$ cat src/rtl/fdsync_shadow_pkg.sv
// Shared TOM definitions for the double-buffered load register bank.
package fdsync_shadow_pkg;

  localparam logic [31:0] RESET_VAL_DEFAULT = 32'h0;

  // A one-channel bank still needs a 1-bit select port.
  function automatic int sel_w(input int n);
    return (n > 1) ? $clog2(n) : 1;
  endfunction

endpackage

$ cat src/rtl/fdsync_shadow_if.sv
// CPU-side load path plus active-register outputs of the shadow bank.
interface fdsync_shadow_if
  import fdsync_shadow_pkg::*;
#(
  parameter int WIDTH    = 6,
  parameter int CHANNELS = 4
);
  localparam int SELW = sel_w(CHANNELS);

  logic                      ld;
  logic                      imm;
  logic [SELW-1:0]           sel;
  logic [WIDTH-1:0]          d;
  logic                      commit;
  logic [CHANNELS*WIDTH-1:0] q;
  logic [CHANNELS-1:0]       pending;
  logic                      committed;

  modport master (output ld, imm, sel, d, commit, input q, pending, committed);
  modport slave  (input ld, imm, sel, d, commit, output q, pending, committed);
endinterface

$ cat src/rtl/fdsync_shadow_chan.sv
// One channel: shadow, active and pending registers with same-cycle write/commit merge.
module fdsync_shadow_chan
  import fdsync_shadow_pkg::*;
#(
  parameter int               WIDTH     = 6,
  parameter logic [WIDTH-1:0] RESET_VAL = WIDTH'(RESET_VAL_DEFAULT)
) (
  input  logic             sys_clk,
  input  logic             reset,
  input  logic             wr,
  input  logic             wr_imm,
  input  logic             commit,
  input  logic [WIDTH-1:0] d,
  output logic [WIDTH-1:0] q,
  output logic             pending,
  output logic             xfer
);
  logic [WIDTH-1:0] shadow;
  logic [WIDTH-1:0] shadow_eff;
  logic             pend_eff;

  // A write in the commit cycle is what gets committed.
  assign shadow_eff = wr ? d : shadow;
  assign pend_eff   = wr ? !wr_imm : pending;
  assign xfer       = commit && pend_eff;

  always_ff @(posedge sys_clk) begin
    if (reset) begin
      shadow  <= RESET_VAL;
      q       <= RESET_VAL;
      pending <= 1'b0;
    end else begin
      if (wr) shadow <= d;
      if (wr && wr_imm) q <= d;
      else if (xfer)    q <= shadow_eff;
      pending <= pend_eff && !commit;
    end
  end
endmodule

$ cat src/rtl/fdsync_shadow.sv
// Bank of double-buffered TOM load registers with atomic commit and commit pulse.
module fdsync_shadow
  import fdsync_shadow_pkg::*;
#(
  parameter int               WIDTH     = 6,
  parameter int               CHANNELS  = 4,
  parameter logic [WIDTH-1:0] RESET_VAL = WIDTH'(RESET_VAL_DEFAULT)
) (
  input  logic          sys_clk,
  input  logic          reset,
  fdsync_shadow_if.slave bus
);
  localparam int SELW = sel_w(CHANNELS);

  logic [CHANNELS-1:0]            wr;
  logic [CHANNELS-1:0]            xfer;
  logic [CHANNELS-1:0]            pend;
  logic [CHANNELS-1:0][WIDTH-1:0] q_ch;
  logic                           committed;

  // Out-of-range selects match no channel, so the write is dropped.
  for (genvar k = 0; k < CHANNELS; k++) begin : g_chan
    assign wr[k] = bus.ld && (bus.sel == SELW'(k));

    fdsync_shadow_chan #(.WIDTH(WIDTH), .RESET_VAL(RESET_VAL)) u_chan (
      .sys_clk (sys_clk),
      .reset   (reset),
      .wr      (wr[k]),
      .wr_imm  (bus.imm),
      .commit  (bus.commit),
      .d       (bus.d),
      .q       (q_ch[k]),
      .pending (pend[k]),
      .xfer    (xfer[k])
    );
  end

  always_ff @(posedge sys_clk) begin
    if (reset) committed <= 1'b0;
    else       committed <= |xfer;
  end

  assign bus.q         = q_ch;
  assign bus.pending   = pend;
  assign bus.committed = committed;
endmodule
$ cat src/flat_wrapper.sv
// flat-port wrapper written by rule: the top's interface ports become plain ports
module fdsync_shadow_flat import fdsync_shadow_pkg::*;
#(
  parameter int               WIDTH     = 6,
  parameter int               CHANNELS  = 4,
  parameter logic [WIDTH-1:0] RESET_VAL = WIDTH'(RESET_VAL_DEFAULT)
)
  (sys_clk, reset, bus_ld, bus_imm, bus_sel, bus_d, bus_commit, bus_q, bus_pending, bus_committed);
  fdsync_shadow_if #(.WIDTH(WIDTH), .CHANNELS(CHANNELS)) bus_i ();
  input  logic sys_clk;
  input  logic reset;
  input wire logic [$bits(bus_i.ld)-1:0] bus_ld;
  input wire logic [$bits(bus_i.imm)-1:0] bus_imm;
  input wire logic [$bits(bus_i.sel)-1:0] bus_sel;
  input wire logic [$bits(bus_i.d)-1:0] bus_d;
  input wire logic [$bits(bus_i.commit)-1:0] bus_commit;
  output wire logic [$bits(bus_i.q)-1:0] bus_q;
  output wire logic [$bits(bus_i.pending)-1:0] bus_pending;
  output wire logic [$bits(bus_i.committed)-1:0] bus_committed;
  assign bus_i.ld = bus_ld;
  assign bus_i.imm = bus_imm;
  assign bus_i.sel = bus_sel;
  assign bus_i.d = bus_d;
  assign bus_i.commit = bus_commit;
  assign bus_q = bus_i.q;
  assign bus_pending = bus_i.pending;
  assign bus_committed = bus_i.committed;
  fdsync_shadow #(.WIDTH(WIDTH), .CHANNELS(CHANNELS), .RESET_VAL(RESET_VAL)) u_core (.sys_clk(sys_clk), .reset(reset), .bus(bus_i));
endmodule
$ cat config.mk
export PLATFORM = sky130hd
export DESIGN_NAME = fdsync_shadow_flat
export DESIGN_NICKNAME = d
export VERILOG_FILES = /design/src/rtl/fdsync_shadow_pkg.sv /design/src/rtl/fdsync_shadow_if.sv /design/src/rtl/fdsync_shadow_chan.sv /design/src/rtl/fdsync_shadow.sv /design/src/flat_wrapper.sv
export SDC_FILE = /design/constraint.sdc
export NUM_CORES = 1
export LEC_CHECK = 0
export CAP_MARGIN = 15
export CORE_MARGIN = 8
export CORE_UTILIZATION = 52
export CTS_BUF_LIST = sky130_fd_sc_hd__clkbuf_8
export CTS_CLUSTER_SIZE = 16
export DETAILED_ROUTE_END_ITERATION = 7
export GPL_ROUTABILITY_DRIVEN = 0
export HOLD_SLACK_MARGIN = 0.1
export PLACE_DENSITY_LB_ADDON = 0.12
export SETUP_SLACK_MARGIN = 0.02
export SYNTH_ARGS = -nofsm -noshare
export SYNTH_HDL_FRONTEND = slang
export SYNTH_SLANG_ARGS = --single-unit
$ cat constraint.sdc
create_clock -name sys_clk -period 2.3 [get_ports sys_clk]
set_clock_uncertainty 0.2 [all_clocks]
set_input_delay 0.46 -clock sys_clk [delete_from_list [all_inputs] [get_ports sys_clk]]
set_output_delay 0.46 -clock sys_clk [all_outputs]
set_load 0.02 [all_outputs]
# Yosys cells after proc, flatten, opt, wreduce, memory -nomap -nowiden
# Cells that the tools add are included.
# totals
regBits	53
input_bits	13
out_inout_bits	29
# classes
eq_ne	3
mux	16
reduce_logical	24
# ops
op	n
2-to-1 mux 6 bit	12
logical AND 1 bit	16
nonzero test 2 bit	4
equality test 2 bit (second input constant)	2
2-to-1 mux 1 bit	4
OR reduction 4 bit	1
equality test 2 x 1 -> 1 bit (second input constant)	1
zero test 1 bit	2
zero test 2 bit	1

# Logic depth before layout (Yosys ltp)
# Gate-level depths: netlist (run 1).
# depth
word_depth	6
mapped_depth	7
ltp_nobuf	4

# By module
# A second synthesis (run 1) with hierarchy kept.
# hier_totals
hier_cells	192
area_unflattened_um2	2177.1
# by_module_without_submodules
mod	n_inst	cells_per_inst	area_per_inst_um2	seq_area_each_um2
fdsync_shadow_chan	4	46	529.3	260.2
fdsync_shadow	1	8	60.1	20.0

# Least setup slack after synthesis (run 1)
# No wires, ideal clock.
# synth_timing
path_kind	in2reg
startpoint	input bus_sel[1]
endpoint	register u_core.g_chan[0].u_chan.q[0]
setup_time_ns	0.079
arrival_time_ns	1.624
required_ns	2.021
path_slack_ns	0.397
cell_stages	7
path_cell_list	buf_2 or3b_1 buf_6 o21ai_4 buf_8 nor2_1 a211oi_2
# synth_via
elab_chain_len	5
word_cells_on_any_way	9
cone_classes	4 x mux; 5 x reduce/logical
# synth_lines
item	line_no	text
start, declared	flat_wrapper.sv:14	input wire logic [$bits(bus_i.sel)-1:0] bus_sel;
zero test 2 bit (*)	fdsync_shadow.sv:23	assign wr[k] = bus.ld && (bus.sel == SELW'(k));
logical AND 1 bit (*)	fdsync_shadow.sv:23	
2-to-1 mux 6 bit / 2-to-1 mux 1 bit (equally long branches)	fdsync_shadow_chan.sv:23, fdsync_shadow_chan.sv:24	
2-to-1 mux 6 bit / logical AND 1 bit (equally long branches)	fdsync_shadow_chan.sv:35, fdsync_shadow_chan.sv:25	
2-to-1 mux 6 bit / nonzero test 2 bit (equally long branches)	n/a	
end signal, assigned	fdsync_shadow_chan.sv:35	else if (xfer) q <= shadow_eff;
end, declared	fdsync_shadow_chan.sv:14	output logic [WIDTH-1:0] q,
# Every way passes the cells marked *; elsewhere a longest branch is shown, timed or not. The select of a mux whose other input is x is not followed.
# A chain may end at the register's enable or synchronous reset.

# Worst setup path in the final report (run 1)
# layout_timing
startpoint	register u_core.g_chan[2].u_chan.pending
endpoint	output bus_pending[2]
# layout_lines
item	line_no	text
start, declared	fdsync_shadow_chan.sv:15	output logic pending,
start signal, assigned	fdsync_shadow_chan.sv:36	pending <= pend_eff && !commit;
end, declared	flat_wrapper.sv:18	output wire logic [$bits(bus_i.pending)-1:0] bus_pending;
# No word-level cell between the ends.

==> results.yml, run 1 <==
outcome:
  status: "completed"
sta:
  hold_viol: 0
  slew_viol_final: 0
  period_minus_slack_ns: 2.03
  slew_headroom: 0.694
  rsz0062_at_grt: "no"
  final.period_utilization: 0.882
  setup-violations-final: 0
  max_freq_ghz: 0.493
  tightest_slew_ns: 0.457
pwr:
  fin_total_pwr_mw: 1.72
  power.density_mw_per_mm2: 666
  p_sw_frac: 0.240
  comb_power_share: 0.145
  p_switching_uw: 413
  p_int_mw: 1.31
  p_leak_nw: 1.07
  p_seq_frac: 0.565
  peakVddDrop_mv: 0.528
  clkPwrFrac: 0.290
yosys:
  avgSynthCellArea_sq_um: 9.79
  synth_most_common_cell: "nor2_1"
  ys_types: 26
  yosys_most_used_dff: "dfxtp_1"
  synth_common_cells: "54 x nor2_1, 53 x dfxtp_1, 24 x mux2i_1"
  syn_inst: 208
  syn-num-nets: 221
  async_reset_ff_frac: 0
  synth.yosys.seq_area_share: 0.521
  synth_seq_cells: 53
  post-synth-top-area-fraction: 0.521
  synth_area_sq_mm: 0.00204
  synth.area.top_cells: "dfxtp_1 52%, mux2i_1 12%, nor2_1 10%"
  yosysTopAreaCell: "dfxtp_1"
  yosysWarningCount: 0
  synth_edf_count: 0
worst_setup_path:
  cp_top_family: "buffers and inverters"
  worstSetupPathType: "reg -> out"
  reg2reg_to: "u_core.bus.committed$_SDFF_PP0_"
  critPathBufInv: 1
  rrSetupSlack_ns: 0.81
  worst_path_max_delay_cell: "clkdlybuf4s50_1"
  reg2reg_from: "u_core.g_chan[2].u_chan.pending$_SDFF_PP0_"
  cp-end-kind: "primary output"
  arrival_ns: 1.37
  r2r_cells: 4
  start_kind: "flop"
  slowest_delay_ns: 0.64
  critPathRequiredTime_ns: 1.64
  crit_chain: "clkdlybuf4s50_1"
  cp_max_fo: 5
route:
  top_layer: "met4"
  m1WireLength_mm: 1.84
  drt_iter0_drc: 103
  firstDrtPassIters: 4
  wl_per_cell_um: 14.6
  wl_mm: 4.36
  wl_met2_mm: 2.19
  wl_met3_um: 272
  viasPerCell: 5.18
  vias: 1543
  drc: 0
  ant_nets: 0
layout:
  layout.cells.non_filler: 298
  antenna_cells: 0
  seqCellArea_sq_mm: 0.00106
  area_growth_pct: 26.8
  multi_input_area_sq_um: 847
  fillers: 300
  fin_nets: 263
  drive_gt1_frac: 0.116
clocking:
  post_cts_buffers: 0
  clock-sinks: 53
  ctsHoldBuffers: 0
  clockBufferDepth: 2
  cts_resized: 0
  root_buffer: "clkbuf_8"
  cts_tree: "built"
  htree_levels: 2
  worstSkewPairLatency_ns: 0.30
  path_clk_slew_ns: 0.08
  cts_buffers: 5
grt:
  grt_pass1_vias: 1502
  grt_pass1_wl_mm: 7.17
  overflow: 0
  antenna_found_initial: 0
  grt_max_degree: 30
  grt.total_usage: 0.145
hold_path:
  hp-class: "reg -> reg"
  hold_path_depth: 2
  min-delay-start: "u_core.g_chan[1].u_chan.q[3]$_SDFFE_PP0P_"
  holdPathEnd: "u_core.g_chan[1].u_chan.q[3]$_SDFFE_PP0P_"
die:
  die-area_sq_mm: 0.00617
  num_io_pins: 42
  dieHeight_um: 78.6
  start_util: 0.548
  fp.dieW_um: 78.6
  coreArea_sq_mm: 0.00372
  row_count: 22
place:
  dp.cells: 291
  port_buffers: 41
  hpwl_mm: 3.27
run:
  cap_violations: 0
==> worst max path at each step <==
stage / end / cells past startpoint / slack (ns) / from
finish: bus_pending[2] / 1 / 0.27 / u_core.g_chan[2].u_chan.pending$_SDFF_PP0_
global route: u_core.g_chan[0].u_chan.q[4]$_SDFFE_PP0P_ / 5 / 0.18 / bus_sel[0]
CTS: bus_pending[1] / 1 / 0.26 / u_core.g_chan[1].u_chan.pending$_SDFF_PP0_
detailed placement: u_core.g_chan[0].u_chan.q[4]$_SDFFE_PP0P_ / 5 / -0.03 / bus_sel[0]
global placement: u_core.bus.committed$_SDFF_PP0_ / 6 / 0.07 / bus_sel[0]
floorplan: u_core.g_chan[0].u_chan.q[0]$_SDFFE_PP0P_ / 7 / 0.40 / bus_sel[1]
==> cell type report <==
class,count,share of cell area
repair buffers,55,0.203
well taps,48,0.0233
inverters,1,0.00145
clock inverters,1,0.00145
flip-flops and latches,53,0.411
clock buffers,6,0.0320
multi-input cells,134,0.328
==> per-layer routing <==
layer | up-vias | GRT usage
li1 | 789 | -
met3 | 5 | 0.0547
met2 | 43 | 0.252
met1 | 706 | 0.157
met4 | 0 | 0.0500
met5 | - | 0
==> registers in the layout (all words and copies together) (netlist names) <==
signal / cells
u_core.g_chan.u_chan.pending: 4
u_core.bus.committed: 1
u_core.g_chan.u_chan.q: 24
u_core.g_chan.u_chan.shadow: 24
==> stage by stage <==
| stage | area, sq um | hold WS, ns | utilization | setup WS (ns) | TNS (ns) |
|---|---|---|---|---|---|
| after floorplan | 2040 | 0.261 | - | 0.397 | 0 |
| after global placement | 2490 | 0.272 | 0.671 | 0.0716 | 0 |
| after detailed placement | 2490 | 0.285 | 0.671 | -0.0257 | -0.0257 |
| after CTS | 2580 | 0.303 | 0.695 | 0.259 | 0 |
| after global routing | 2580 | 0.324 | 0.695 | 0.176 | 0 |
| final | 2580 | 0.296 | 0.695 | 0.272 | 0 |
==> power by group through the flow <==
stage                     combinational, mW  clock (mW)  sequential (mW)
final                                 0.249       0.499            0.971
after global routing                  0.270       0.552            0.975
after CTS                             0.252       0.522            0.971
after detailed placement              0.251           0            0.993
after global placement                0.243           0            0.991
after floorplan                       0.119           0             1.02
==> cells in the final DEF (no fill, tap or decap) <==
| cell type | instances |
|---|---|
| a211oi_1 | 21 |
| a211oi_2 | 4 |
| a21oi_1 | 6 |
| and3b_1 | 1 |
| buf_12 | 1 |
| buf_2 | 1 |
| buf_4 | 13 |
| clkbuf_8 | 6 |
| clkdlybuf4s50_1 | 40 |
| dfxtp_1 | 53 |
| inv_1 | 2 |
| mux2i_1 | 24 |
| nand2_1 | 5 |
| nand3_2 | 1 |
| nand3b_1 | 3 |
| nor2_1 | 54 |
| nor3_1 | 4 |
| o21a_1 | 1 |
| o21ai_1 | 3 |
| o21ai_4 | 1 |
| o22ai_1 | 1 |
| or3_1 | 1 |
| or3b_1 | 1 |
| or3b_2 | 2 |
| xnor2_1 | 1 |
==> cell families after synthesis <==
family | share of synthesized area
simple gates | 0.155
compound gates | 0.139
buf+inv | 0.0627
mux | 0.118
flops | 0.521
xor+xnor | 0.00430
No activity file was read; power rests on OpenSTA's default activity.
==> run 2: changes to the inputs <==
--- a/config.mk
+++ b/config.mk
@@ -12,7 +12,7 @@
 export CTS_CLUSTER_SIZE = 16
 export DETAILED_ROUTE_END_ITERATION = 7
 export GPL_ROUTABILITY_DRIVEN = 0
-export HOLD_SLACK_MARGIN = 0.1
+export HOLD_SLACK_MARGIN = 0.12
 export PLACE_DENSITY_LB_ADDON = 0.12
 export SETUP_SLACK_MARGIN = 0.02
 export SYNTH_ARGS = -nofsm -noshare
==> results of run 2 <==
Same layout as run 1: the final DEF is identical, and so are final timing and power.
==> run 3: changes to the inputs <==
--- a/config.mk
+++ b/config.mk
@@ -7,13 +7,14 @@
 export LEC_CHECK = 0
 export CAP_MARGIN = 15
 export CORE_MARGIN = 8
-export CORE_UTILIZATION = 52
-export CTS_BUF_LIST = sky130_fd_sc_hd__clkbuf_8
+export CORE_UTILIZATION = 50
+export CTS_BUF_LIST = sky130_fd_sc_hd__clkbuf_4 sky130_fd_sc_hd__clkbuf_8 sky130_fd_sc_hd__clkbuf_16
 export CTS_CLUSTER_SIZE = 16
 export DETAILED_ROUTE_END_ITERATION = 7
 export GPL_ROUTABILITY_DRIVEN = 0
 export HOLD_SLACK_MARGIN = 0.12
 export PLACE_DENSITY_LB_ADDON = 0.12
+export REMOVE_ABC_BUFFERS = 1
 export SETUP_SLACK_MARGIN = 0.02
 export SYNTH_ARGS = -nofsm -noshare
 export SYNTH_HDL_FRONTEND = slang
==> results.yml, run 3 (synthesis gave the netlist of run 1 again) <==
worst_setup_path:
  cp_max_fo: 7
  worstSetupPathType: "in -> reg"
  start_kind: "input port"
  cp-end-kind: "flop"
  arrival_ns: 2.10
  critPathRequiredTime_ns: 2.30
route:
  wl_per_cell_um: 15.1
  firstDrtPassIters: 4
  wl_mm: 4.55
  ant_nets: 0
  viasPerCell: 5.26
  vias: 1588
  drt_iter0_drc: 74
  drc: 0
grt:
  antenna_found_initial: 0
  met2_usage: 0.249
  gr-usage-met3: 0.0473
  grt_max_degree: 29
  grt_pass1_wl_mm: 7.36
  grt_pass1_vias: 1561
  busiest_layer: "met2"
  overflow: 0
  grt.total_usage: 0.147
  grtUsageMet1: 0.163
place:
  placed_cell_area_sq_mm: 0.00250
  port_buffers: 41
  hpwl_mm: 3.38
clocking:
  clock-sinks: 53
  ctsHoldBuffers: 0
  cts_resized: 0
  clockBufferDepth: 2
  worstSkewPairLatency_ns: 0.30
  root_buffer: "clkbuf_8"
  htree_levels: 2
  cts_tree: "built"
  post_cts_buffers: 0
  cts_buffers: 5
  path_clk_slew_ns: 0.08
layout:
  seqCellArea_sq_mm: 0.00106
  final_cell_mix: "54 x nor2_1, 53 x dfxtp_1, 40 x clkdlybuf4s50_1"
  final_common_cell: "nor2_1"
  fillers: 317
  stdcell_area_sq_mm: 0.00261
  antenna_cells: 0
  fin_nets: 264
  multi_input_area_sq_um: 847
  area_growth_pct: 28.0
  reg_top3: "u_core.g_chan.u_chan.q (24), u_core.g_chan.u_chan.shadow (24), u_core.g_chan.u_chan.pending (4)"
  drive_gt1_frac: 0.127
hold_path:
  hp-class: "reg -> reg"
die:
  row_count: 23
  dieHeight_um: 79.8
  start_util: 0.513
  num_io_pins: 42
  coreArea_sq_mm: 0.00397
  fp.dieW_um: 79.8
  die-area_sq_mm: 0.00637
sta:
  hold_viol: 0
  max_freq_ghz: 0.476
  period_minus_slack_ns: 2.10
  slew_headroom: 0.666
  tightest_slew_ns: 0.501
  rsz0062_at_grt: "no"
  final.period_utilization: 0.914
  slew_viol_final: 0
  setup-violations-final: 0
pwr:
  peakVddDrop_mv: 0.445
  fin_total_pwr_mw: 1.78
  p_leak_nw: 1.09
  power.density_mw_per_mm2: 684
outcome:
  status: "completed"
run:
  cap_violations: 0
## run 3: cell count changes in the layout (fill, tap and decap cells not counted), sizes merged
cell and delta:
clkinv +1, clkbuf +1, inv -1, buf +1
## run 3: worst max-delay path: stages
cell and delay, ns:
clkdlybuf4s50_1 0.62, buf_4 0.17, or3b_2 0.44, a21oi_1 0.16, o22ai_1 0.09, and3b_1 0.16
## run 3: metrics by stage
step / cells / setup WS (ns) / hold slack (ns) / setup TNS (ns) / utilization
floorplan: 188 / 0.361 / 0.260 / 0 / -
global placement: 294 / -0.00674 / 0.276 / -0.0220 / 0.631
detailed placement: 294 / -0.0794 / 0.284 / -0.386 / 0.631
CTS: 302 / 0.231 / 0.305 / 0 / 0.656
global route: 302 / 0.127 / 0.321 / 0 / 0.656
finish: 302 / 0.198 / 0.299 / 0 / 0.656
## run 3: routing by layer
metal | routed length [um] | share of wire
met1 | 1980 | 0.43
met2 | 2250 | 0.49
met3 | 268 | 0.059
met4 | 56 | 0.012
met5 | 0 | 0
## run 3: power by group
group          internal (mW)  switching (mW)  total, mW
sequential             0.955          0.0164      0.971
clock                  0.272           0.287      0.560
combinational          0.117           0.134      0.252
## run 3: path summary, 6_finish.rpt
kind / start / to / slack, ns / cells past startpoint
max: bus_sel[1] / u_core.bus.committed$_SDFF_PP0_ / 0.20 / 6
min: u_core.g_chan[3].u_chan.q[0]$_SDFFE_PP0P_ / u_core.g_chan[3].u_chan.q[0]$_SDFFE_PP0P_ / 0.30 / 2
max reg2reg: u_core.g_chan[2].u_chan.pending$_SDFF_PP0_ / u_core.bus.committed$_SDFF_PP0_ / 0.77 / 4
min reg2reg: u_core.g_chan[3].u_chan.q[0]$_SDFFE_PP0P_ / u_core.g_chan[3].u_chan.q[0]$_SDFFE_PP0P_ / 0.30 / 2
## run 3: layout make-up
type,count,area share
clock inverters,1,0.00192
multi-input cells,134,0.325
well taps,50,0.0240
repair buffers,56,0.204
inverters,1,0.00144
clock buffers,7,0.0370
flip-flops and latches,53,0.407
